## config.mk

```make
export PLATFORM = sky130hd
export DESIGN_NAME = ahb_lite_decoder_mux_flat
export DESIGN_NICKNAME = d
export VERILOG_FILES = /design/src/rtl/ahb_lite_decoder_mux_if.sv /design/src/rtl/ahb_lite_decoder_mux.sv /design/src/flat_wrapper.sv
export SDC_FILE = /design/constraint.sdc
export NUM_CORES = 1
export LEC_CHECK = 0
export CAP_MARGIN = 30
export CELL_PAD_IN_SITES_DETAIL_PLACEMENT = 0
export CELL_PAD_IN_SITES_GLOBAL_PLACEMENT = 1
export CORE_MARGIN = 2
export CORE_UTILIZATION = 23
export DETAILED_ROUTE_END_ITERATION = 8
export PLACE_DENSITY_LB_ADDON = 0.1
export SYNTH_ARGS = -nofsm -noshare
export SYNTH_HDL_FRONTEND = slang
export SYNTH_SLANG_ARGS = --single-unit
export TNS_END_PERCENT = 5
```

## constraint.sdc

```tcl
create_clock -name HCLK -period 2.88 [get_ports HCLK]
set_clock_uncertainty 0.1 [all_clocks]
set_input_delay 0.432 -clock HCLK [delete_from_list [all_inputs] [get_ports HCLK]]
set_output_delay 0.432 -clock HCLK [all_outputs]
set_load 0.01 [all_outputs]
```

## src/rtl/ahb_lite_decoder_mux_if.sv

```systemverilog
// ahb_lite_decoder_mux_if
//   Master-side AHB-Lite signals between the Cortex-M0 and the decoder/mux.
//   modport master : CPU view (drives address/transfer, receives data/ready/response)
//   modport slave  : interconnect view (receives address/transfer, drives data/ready/response)
//   Signals: m_haddr[31:0], m_htrans[1:0], m_hrdata[31:0], m_hready, m_hresp[1:0]
interface ahb_lite_decoder_mux_if;
    logic [31:0] m_haddr;
    logic [1:0]  m_htrans;
    logic [31:0] m_hrdata;
    logic        m_hready;
    logic [1:0]  m_hresp;

    modport master (
        output m_haddr,
        output m_htrans,
        input  m_hrdata,
        input  m_hready,
        input  m_hresp
    );

    modport slave (
        input  m_haddr,
        input  m_htrans,
        output m_hrdata,
        output m_hready,
        output m_hresp
    );
endinterface

```

## src/rtl/ahb_lite_decoder_mux.sv

```systemverilog
// ahb_lite_decoder_mux
//   AHB-Lite address decoder and response mux between the Cortex-M0 and the ROM, RAM and
//   peripheral slaves. Unmapped accesses are answered by an internal default slave with the
//   two-cycle ERROR response, and the faulting address is captured.
//   Optional macro BUS_TIMEOUT_EN adds a slave stall watchdog and the timeout_flag output.
// Ports:
//   HCLK, HRESET            : clock, synchronous active-high reset
//   mbus (slave modport)    : master address/transfer in, muxed data/ready/response out
//   s_hready                : HREADY broadcast to all slaves
//   {rom,ram,per}_hsel      : address-phase selects
//   {rom,ram,per}_hrdata, _hready_resp, _hresp : slave data-phase returns
//   err_addr, err_valid     : last unmapped active address, sticky error flag
//   timeout_flag            : sticky stall-timeout flag (BUS_TIMEOUT_EN only)
module ahb_lite_decoder_mux #(
    parameter logic [31:0] ROM_BASE       = 32'h0000_0000,
    parameter logic [31:0] RAM_BASE       = 32'h2000_0000,
    parameter logic [31:0] PER_BASE       = 32'h4000_0000,
    parameter logic [31:0] REGION_MASK    = 32'hE000_0000,
    parameter int unsigned TIMEOUT_CYCLES = 16
) (
    input  logic                         HCLK,
    input  logic                         HRESET,
    ahb_lite_decoder_mux_if.slave        mbus,
    output logic                         s_hready,
    output logic                         rom_hsel,
    output logic                         ram_hsel,
    output logic                         per_hsel,
    input  logic [31:0]                  rom_hrdata,
    input  logic [31:0]                  ram_hrdata,
    input  logic [31:0]                  per_hrdata,
    input  logic                         rom_hready_resp,
    input  logic                         ram_hready_resp,
    input  logic                         per_hready_resp,
    input  logic [1:0]                   rom_hresp,
    input  logic [1:0]                   ram_hresp,
    input  logic [1:0]                   per_hresp,
    output logic [31:0]                  err_addr,
    output logic                         err_valid
`ifdef BUS_TIMEOUT_EN
    ,
    output logic                         timeout_flag
`endif
);

    localparam logic [1:0] SEL_ROM = 2'd0;
    localparam logic [1:0] SEL_RAM = 2'd1;
    localparam logic [1:0] SEL_PER = 2'd2;
    localparam logic [1:0] SEL_DEF = 2'd3;

    localparam logic [1:0] ST_IDLE = 2'd0;
    localparam logic [1:0] ST_ERR1 = 2'd1;
    localparam logic [1:0] ST_ERR2 = 2'd2;

    localparam logic [1:0] RESP_OKAY  = 2'b00;
    localparam logic [1:0] RESP_ERROR = 2'b01;

    logic [31:0] addr_masked;
    logic [1:0]  dec_sel;
    logic [1:0]  dsel_q, dsel_d;
    logic [1:0]  st_q, st_d;
    logic [31:0] err_addr_q, err_addr_d;
    logic        err_valid_q, err_valid_d;
    logic        def_hready;
    logic [1:0]  def_hresp;
    logic        slv_hready;
    logic [1:0]  slv_hresp;
    logic [31:0] slv_hrdata;
    logic        hready;
    logic [1:0]  hresp;
    logic        active;
    logic        def_start;

    // Address decode; earlier regions win on overlap.
    assign addr_masked = mbus.m_haddr & REGION_MASK;

    always_comb begin
        if (addr_masked == ROM_BASE) begin
            dec_sel = SEL_ROM;
        end else if (addr_masked == RAM_BASE) begin
            dec_sel = SEL_RAM;
        end else if (addr_masked == PER_BASE) begin
            dec_sel = SEL_PER;
        end else begin
            dec_sel = SEL_DEF;
        end
    end

    assign rom_hsel = (dec_sel == SEL_ROM);
    assign ram_hsel = (dec_sel == SEL_RAM);
    assign per_hsel = (dec_sel == SEL_PER);

    // Default slave response from FSM state.
    always_comb begin
        def_hready = 1'b1;
        def_hresp  = RESP_OKAY;
        case (st_q)
            ST_ERR1: begin
                def_hready = 1'b0;
                def_hresp  = RESP_ERROR;
            end
            ST_ERR2: begin
                def_hready = 1'b1;
                def_hresp  = RESP_ERROR;
            end
            default: ;
        endcase
    end

    // Data-phase mux keyed by the select registered in the previous address phase.
    always_comb begin
        slv_hrdata = 32'h0;
        slv_hready = def_hready;
        slv_hresp  = def_hresp;
        unique case (dsel_q)
            SEL_ROM: begin
                slv_hrdata = rom_hrdata;
                slv_hready = rom_hready_resp;
                slv_hresp  = rom_hresp;
            end
            SEL_RAM: begin
                slv_hrdata = ram_hrdata;
                slv_hready = ram_hready_resp;
                slv_hresp  = ram_hresp;
            end
            SEL_PER: begin
                slv_hrdata = per_hrdata;
                slv_hready = per_hready_resp;
                slv_hresp  = per_hresp;
            end
            default: ;
        endcase
    end

`ifdef BUS_TIMEOUT_EN
    logic [15:0] cnt_q, cnt_d;
    logic        to2_q, to2_d;
    logic        to_flag_q, to_flag_d;
    logic        to1;

    // First override cycle fires when the stall count reaches the limit; the registered
    // second cycle completes the ERROR pair and lets dsel reload.
    assign to1 = (dsel_q != SEL_DEF) && (cnt_q == 16'(TIMEOUT_CYCLES - 1)) && !to2_q;

    always_comb begin
        hready    = to1 ? 1'b0 : (to2_q ? 1'b1 : slv_hready);
        hresp     = (to1 || to2_q) ? RESP_ERROR : slv_hresp;
        to2_d     = to1;
        to_flag_d = to_flag_q | to1;
        if (hready) begin
            cnt_d = 16'h0;
        end else if (dsel_q != SEL_DEF) begin
            cnt_d = cnt_q + 16'h1;
        end else begin
            cnt_d = cnt_q;
        end
    end

    always_ff @(posedge HCLK) begin
        if (HRESET) begin
            cnt_q     <= 16'h0;
            to2_q     <= 1'b0;
            to_flag_q <= 1'b0;
        end else begin
            cnt_q     <= cnt_d;
            to2_q     <= to2_d;
            to_flag_q <= to_flag_d;
        end
    end

    assign timeout_flag = to_flag_q;
`else
    assign hready = slv_hready;
    assign hresp  = slv_hresp;
`endif

    assign active    = mbus.m_htrans[1] & hready;
    assign def_start = active && (dec_sel == SEL_DEF);

    always_comb begin
        dsel_d      = hready ? dec_sel : dsel_q;
        err_addr_d  = err_addr_q;
        err_valid_d = err_valid_q;
        if (def_start) begin
            err_addr_d  = mbus.m_haddr;
            err_valid_d = 1'b1;
        end
        st_d = st_q;
        case (st_q)
            ST_IDLE: if (def_start) st_d = ST_ERR1;
            ST_ERR1: st_d = ST_ERR2;
            ST_ERR2: st_d = def_start ? ST_ERR1 : ST_IDLE;
            default: st_d = ST_IDLE;
        endcase
    end

    always_ff @(posedge HCLK) begin
        if (HRESET) begin
            dsel_q      <= SEL_DEF;
            st_q        <= ST_IDLE;
            err_addr_q  <= 32'h0;
            err_valid_q <= 1'b0;
        end else begin
            dsel_q      <= dsel_d;
            st_q        <= st_d;
            err_addr_q  <= err_addr_d;
            err_valid_q <= err_valid_d;
        end
    end

    assign mbus.m_hrdata = slv_hrdata;
    assign mbus.m_hready = hready;
    assign mbus.m_hresp  = hresp;
    assign s_hready      = hready;
    assign err_addr      = err_addr_q;
    assign err_valid     = err_valid_q;

endmodule

```

## src/flat_wrapper.sv

```systemverilog
// flat-port wrapper written by rule: the top's interface ports become plain ports
module ahb_lite_decoder_mux_flat 
#(
    parameter logic [31:0] ROM_BASE       = 32'h0000_0000,
    parameter logic [31:0] RAM_BASE       = 32'h2000_0000,
    parameter logic [31:0] PER_BASE       = 32'h4000_0000,
    parameter logic [31:0] REGION_MASK    = 32'hE000_0000,
    parameter int unsigned TIMEOUT_CYCLES = 16
)
  (HCLK, HRESET, s_hready, rom_hsel, ram_hsel, per_hsel, rom_hrdata, ram_hrdata, per_hrdata, rom_hready_resp, ram_hready_resp, per_hready_resp, rom_hresp, ram_hresp, per_hresp, err_addr, err_valid, mbus_m_haddr, mbus_m_htrans, mbus_m_hrdata, mbus_m_hready, mbus_m_hresp);
  ahb_lite_decoder_mux_if mbus_i ();
  input  logic HCLK;
  input  logic HRESET;
  output logic s_hready;
  output logic rom_hsel;
  output logic ram_hsel;
  output logic per_hsel;
  input  logic [31:0] rom_hrdata;
  input  logic [31:0] ram_hrdata;
  input  logic [31:0] per_hrdata;
  input  logic rom_hready_resp;
  input  logic ram_hready_resp;
  input  logic per_hready_resp;
  input  logic [1:0] rom_hresp;
  input  logic [1:0] ram_hresp;
  input  logic [1:0] per_hresp;
  output logic [31:0] err_addr;
  output logic err_valid;
  input wire logic [$bits(mbus_i.m_haddr)-1:0] mbus_m_haddr;
  input wire logic [$bits(mbus_i.m_htrans)-1:0] mbus_m_htrans;
  output wire logic [$bits(mbus_i.m_hrdata)-1:0] mbus_m_hrdata;
  output wire logic [$bits(mbus_i.m_hready)-1:0] mbus_m_hready;
  output wire logic [$bits(mbus_i.m_hresp)-1:0] mbus_m_hresp;
  assign mbus_i.m_haddr = mbus_m_haddr;
  assign mbus_i.m_htrans = mbus_m_htrans;
  assign mbus_m_hrdata = mbus_i.m_hrdata;
  assign mbus_m_hready = mbus_i.m_hready;
  assign mbus_m_hresp = mbus_i.m_hresp;
  ahb_lite_decoder_mux #(.ROM_BASE(ROM_BASE), .RAM_BASE(RAM_BASE), .PER_BASE(PER_BASE), .REGION_MASK(REGION_MASK), .TIMEOUT_CYCLES(TIMEOUT_CYCLES)) u_core (.HCLK(HCLK), .HRESET(HRESET), .mbus(mbus_i), .s_hready(s_hready), .rom_hsel(rom_hsel), .ram_hsel(ram_hsel), .per_hsel(per_hsel), .rom_hrdata(rom_hrdata), .ram_hrdata(ram_hrdata), .per_hrdata(per_hrdata), .rom_hready_resp(rom_hready_resp), .ram_hready_resp(ram_hready_resp), .per_hready_resp(per_hready_resp), .rom_hresp(rom_hresp), .ram_hresp(ram_hresp), .per_hresp(per_hresp), .err_addr(err_addr), .err_valid(err_valid));
endmodule
```

# Yosys cells after proc, flatten, opt, wreduce, memory -nomap -nowiden
# Index checks and enable logic that the tools add are counted.
# totals
reg_bits,37
# op_classes
eq_ne,10
n_mux,11
bitwise_logic,1
n_reduce_logical,6
# op_table
operator,count
case mux 32 bit (3 select lines),1
zero test 32 bit,1
case mux 2 bit (3 select lines),2
"== test 2 bit, second input constant",4
"== test 2 x 1 -> 1 bit, second input constant",3
zero test 2 bit,3
2-to-1 mux 2 bit,3
2-to-1 mux 1 bit,4
"== test 3 x 1 -> 1 bit, second input constant",1
"== test 3 x 2 -> 1 bit, second input constant",1
case mux 1 bit (3 select lines),1
"!= test 2 x 1 -> 1 bit, second input constant",1
OR reduction 2 bit,1
AND 1 bit,1
logical AND 1 bit,1

# Logic depth before layout (Yosys ltp)
# Gate-level depths: netlist of the first run.
# depth
ltp_word,8
depth_mapped,8
depth_no_buf,6

# Least setup slack after synthesis of the first run
# Ideal clock, no wire load.
# synth_path
path_kind,reg2out
from,register u_core.st_q[1]
to,output s_hready
arrival_ns,1.542
required_time_ns,2.348
slack_ns,0.806
stages_incl_launch_ff,8
n_path_buf,3
path_cell_list,dfxtp_1 inv_1 ha_1 inv_1 mux4_2 buf_2 buf_2 buf_4
# synth_via
elab_chain_cells,3
# synth_rtl
item,line_no,text
from (decl),ahb_lite_decoder_mux.sv:60,"logic [1:0] st_q, st_d;"
from (signal assigned),ahb_lite_decoder_mux.sv:204,st_q <= st_d;
== test 2 x 1 -> 1 bit,ahb_lite_decoder_mux.sv:96,case (st_q)
2-to-1 mux 1 bit,ahb_lite_decoder_mux.sv:96,
case mux 1 bit (3 select lines),ahb_lite_decoder_mux.sv:114,unique case (dsel_q)
to (decl),flat_wrapper.sv:14,output logic s_hready;
# Every way passes these cells.

# Worst setup path in the final report of the first run
# Same ends and word-level chain as after synthesis.

==> results of run 1 <==
==> power by group through the flow <==
stage                     logic [mW]  clock network [mW]  registers [mW]
after CTS                      0.898               0.382           0.597
after global placement         0.892                   0           0.607
final                          0.882               0.361           0.596
after detailed placement       0.891                   0           0.609
after global routing           0.957               0.402           0.603
after floorplan                0.389                   0           0.611
==> kinds of logic after synthesis <==
group / synth area share (%)
AND/OR/NAND/NOR: 28.0
adder cells (fa/ha/maj): 2.03
buffers and inverters: 7.73
multiplexers: 16.1
flip-flops: 30.1
AO/OA/AOI/OAI: 16.1
==> registers in the layout (all words and copies together) (netlist names) <==
name	cells
u_core.st_q	2
u_core.err_valid	1
u_core.dsel_q	2
u_core.err_addr	32
==> layout by cell type, fill, tap and decap left out <==
master           Yosys  routed
nand4b_1            32      32
o21bai_1             1       1
o21ai_0             37      37
inv_1                4       4
nor2b_1              4       2
mux4_2               2       2
dfxtp_2              0       1
nand3b_1             1       1
nor2b_2              0       2
nand2b_1            34      34
o21ai_2              3       3
or2_2                1       1
ha_1                 4       4
nor2_1               3       3
a211o_1              1       1
buf_12               0       2
buf_4                1      10
nand2_1             34      34
clkinv_2             0       2
a21oi_1              2       2
a211oi_1             2       2
dfxtp_1             37      36
o21ai_1             27      27
and2_1               1       1
clkdlybuf4s50_1      0     211
clkbuf_8             0       5
nor3b_1              1       1
a21boi_0             1       1
mux2i_1             35      35
nor3_1               1       1
clkinvlp_4           0       1
==> metal layers <==
metal  track usage, %  wire length, um  up-vias
met5                0                0        -
met4             3.75              119        0
met3             7.57             1100        6
met2             28.4             4750      126
met1             18.5             3850     1307
li1                 -                -     1453
==> worst min-delay path by stage <==
stage                                    from             endpoint  slack [ns]  cells after the start
after CTS                 u_core.err_addr[20]  u_core.err_addr[20]        0.37                      2
after global placement    u_core.err_addr[14]  u_core.err_addr[14]        0.35                      2
after detailed placement  u_core.err_addr[19]  u_core.err_addr[19]        0.36                      2
after global routing       u_core.err_addr[7]   u_core.err_addr[7]        0.39                      2
after floorplan                u_core.st_q[1]       u_core.st_q[1]        0.38                      2
final                     u_core.err_addr[31]  u_core.err_addr[31]        0.37                      2
==> worst max-delay path, delay by kind of cell, from the launching register on <==
kind | cells | cell delay (ns)
buffers and inverters | 3 | 0.66
multiplexers | 1 | 0.59
adder cells (fa/ha/maj) | 1 | 0.21
flip-flops | 1 | 0.35
==> cell type report <==
type | count | share of cell area [%]
inverter | 4 | 0.314
clock buffer | 5 | 1.44
multi-input combinational | 227 | 32.1
tap | 136 | 3.56
sequential | 37 | 15.5
clock inverter | 3 | 0.367
timing repair buffer | 223 | 46.6
==> out/results.tsv, run 1 <==
stage	metric	value	unit
outcome	status	finished, final reports clean	
placement	gp_congestion	0.769	
route	first_pass_iters	4	
timing	tns	0	ns
worst_setup_path	slowest_delay	0.59	ns
final_layout	final_area	4780	um^2
synthesis	yosys_warnings	0	
power	power	1.84	mW
route	drt_iter0_drc	85	
power	power_frac_seq	32.4	%
clocking	cts_setup_buffers	0	
worst_setup_path	cp.required	2.35	ns
synthesis	synthesis.nets	446	
synthesis	synth_cells	301	
floorplanning	die_area	11500	um^2
clocking	cts_resized	0	
clocking	cts_buffer_depth	2	
worst_setup_path	path_max_fanout	9	
timing	setup_viol	0	
placement	portBuffers	211	
placement	dp_hpwl	7.48	mm
global_routing	grt_max_degree	72	
timing	final_max_slew_viol_count	0	
power	power.internal	1.24	mW
synthesis	yosysSeqAreaShare	30.1	%
route	wl_per_cell	15.5	um
clocking	root_buffer	clkbuf_8	
final_layout	num-fill-cells	1041	
timing	setup_ws	0.249	ns
final_layout	area_growth_syn_to_layout	94.1	%
worst_setup_path	rr_worst_depth	8	
floorplanning	start_util	23.7	%
synthesis	synth_area	2460	um^2
run	cap_violations	0	
worst_setup_path	crit_slowest_cell	mux4_2	
clocking	clk_pin_slew	0.08	ns
final_layout	seq_area	742	um^2
power	power.density	385	nW/um^2
global_routing	grt_pass1_wl	15.1	mm
worst_setup_path	r2r_start	u_core.st_q[1]	
synthesis	avgSynthCellArea	8.18	um^2
synthesis	synth_area_leader_cell	dfxtp_1	
route	vias	2892	
synthesis	ys_top_cells_by_count	37 x dfxtp_1, 37 x o21ai_0, 35 x mux2i_1	
worst_setup_path	cp-start-kind	flip-flop	
placement	place_inst	627	
timing	hold_viol	0	
placement	pre_cts_ws	0.355	ns
floorplanning	die_w	107	um
timing	hold_slack	0.367	ns
clocking	cts_hold_buf	0	
final_layout	layout.cells.non_filler	635	
final_layout	multi_input_area	1540	um^2
synthesis	yosysTopAreaCellShare	30.1	%
power	p_sw_share	32.3	%
clocking	cts_htree_levels	2	
worst_setup_path	ff2ff_setup_slack	0.55	ns
synthesis	yosysUniqueCellTypes	28	
synthesis	synth_edf_count	0	
final_layout	diodes	0	
worst_setup_path	crit_end	s_hready	
worst_setup_path	worstPathArrival	2.10	ns
clocking	cts_tree	done	
route	drc_errors	0	
timing	fmax	380	MHz
synthesis	synth_flop_cell	dfxtp_1	
worst_setup_path	crit_top_cell	inv_1	
floorplanning	std_cell_rows	37	
global_routing	track_usage	16.4	%
route	routed_via_density	4.55	
worst_setup_path	reg2reg_to	u_core.st_q[0]	
global_routing	grt_pass1_vias	2954	
power	p_clk_share	19.6	%
worst_setup_path	cp-end-kind	output port	
timing	period_minus_slack	2.63	ns
final_layout	num-nets-final	643	
power	ir_worst_vdd	210	uV
power	p_leak	1.84	nW
timing	rsz0062_at_grt	false	
route	ant_nets	0	
clocking	clock_latency	0.28	ns
final_layout	drive_gt1_share	5.81	%
global_routing	grt-ovfl-total	0	
power	pwr-share-comb	48.0	%
final_layout	fin_util	46.1	%
power	p_switching	0.593	mW
floorplanning	dieHeight	107	um
clocking	clkSinkCount	37	
worst_setup_path	startpoint	u_core.st_q[1]	
placement	placedInstanceArea	4690	um^2
route	routed_wl	9.82	mm
synthesis	synthArstFlopShare	0	%
timing	maxSlewHeadroom	65.6	%
worst_setup_path	path_cells	inv_1 -> ha_1 -> inv_1 -> mux4_2 -> clkdlybuf4s50_1	
floorplanning	core	10400	um^2
global_routing	antenna_found_initial	0	
timing	fin_crit_sh	91.4	%
worst_setup_path	critPathKind	reg -> out	
synthesis	ys_ff_latch	37	
hold_path	min_path_type	reg -> reg	
clocking	cts_buffers	5	
floorplanning	ioPinCount	213	
timing	worst_pin_slew	0.516	ns
synthesis	synth_area_leaders	dfxtp_1 30%, mux2i_1 14%, nand4b_1 11%, nand2b_1 8.6%, o21ai_0 7.5%	
Note: power is estimated with default switching activity, not from simulation.
==> inputs of run 2 (changes only) <==
--- a/config.mk
+++ b/config.mk
@@ -5,6 +5,7 @@
 export SDC_FILE = /design/constraint.sdc
 export NUM_CORES = 1
 export LEC_CHECK = 0
+export ABC_AREA = 0
 export CAP_MARGIN = 30
 export CELL_PAD_IN_SITES_DETAIL_PLACEMENT = 0
 export CELL_PAD_IN_SITES_GLOBAL_PLACEMENT = 1
==> results of run 2 <==
Final layout, timing and power as in run 1 (identical DEF).
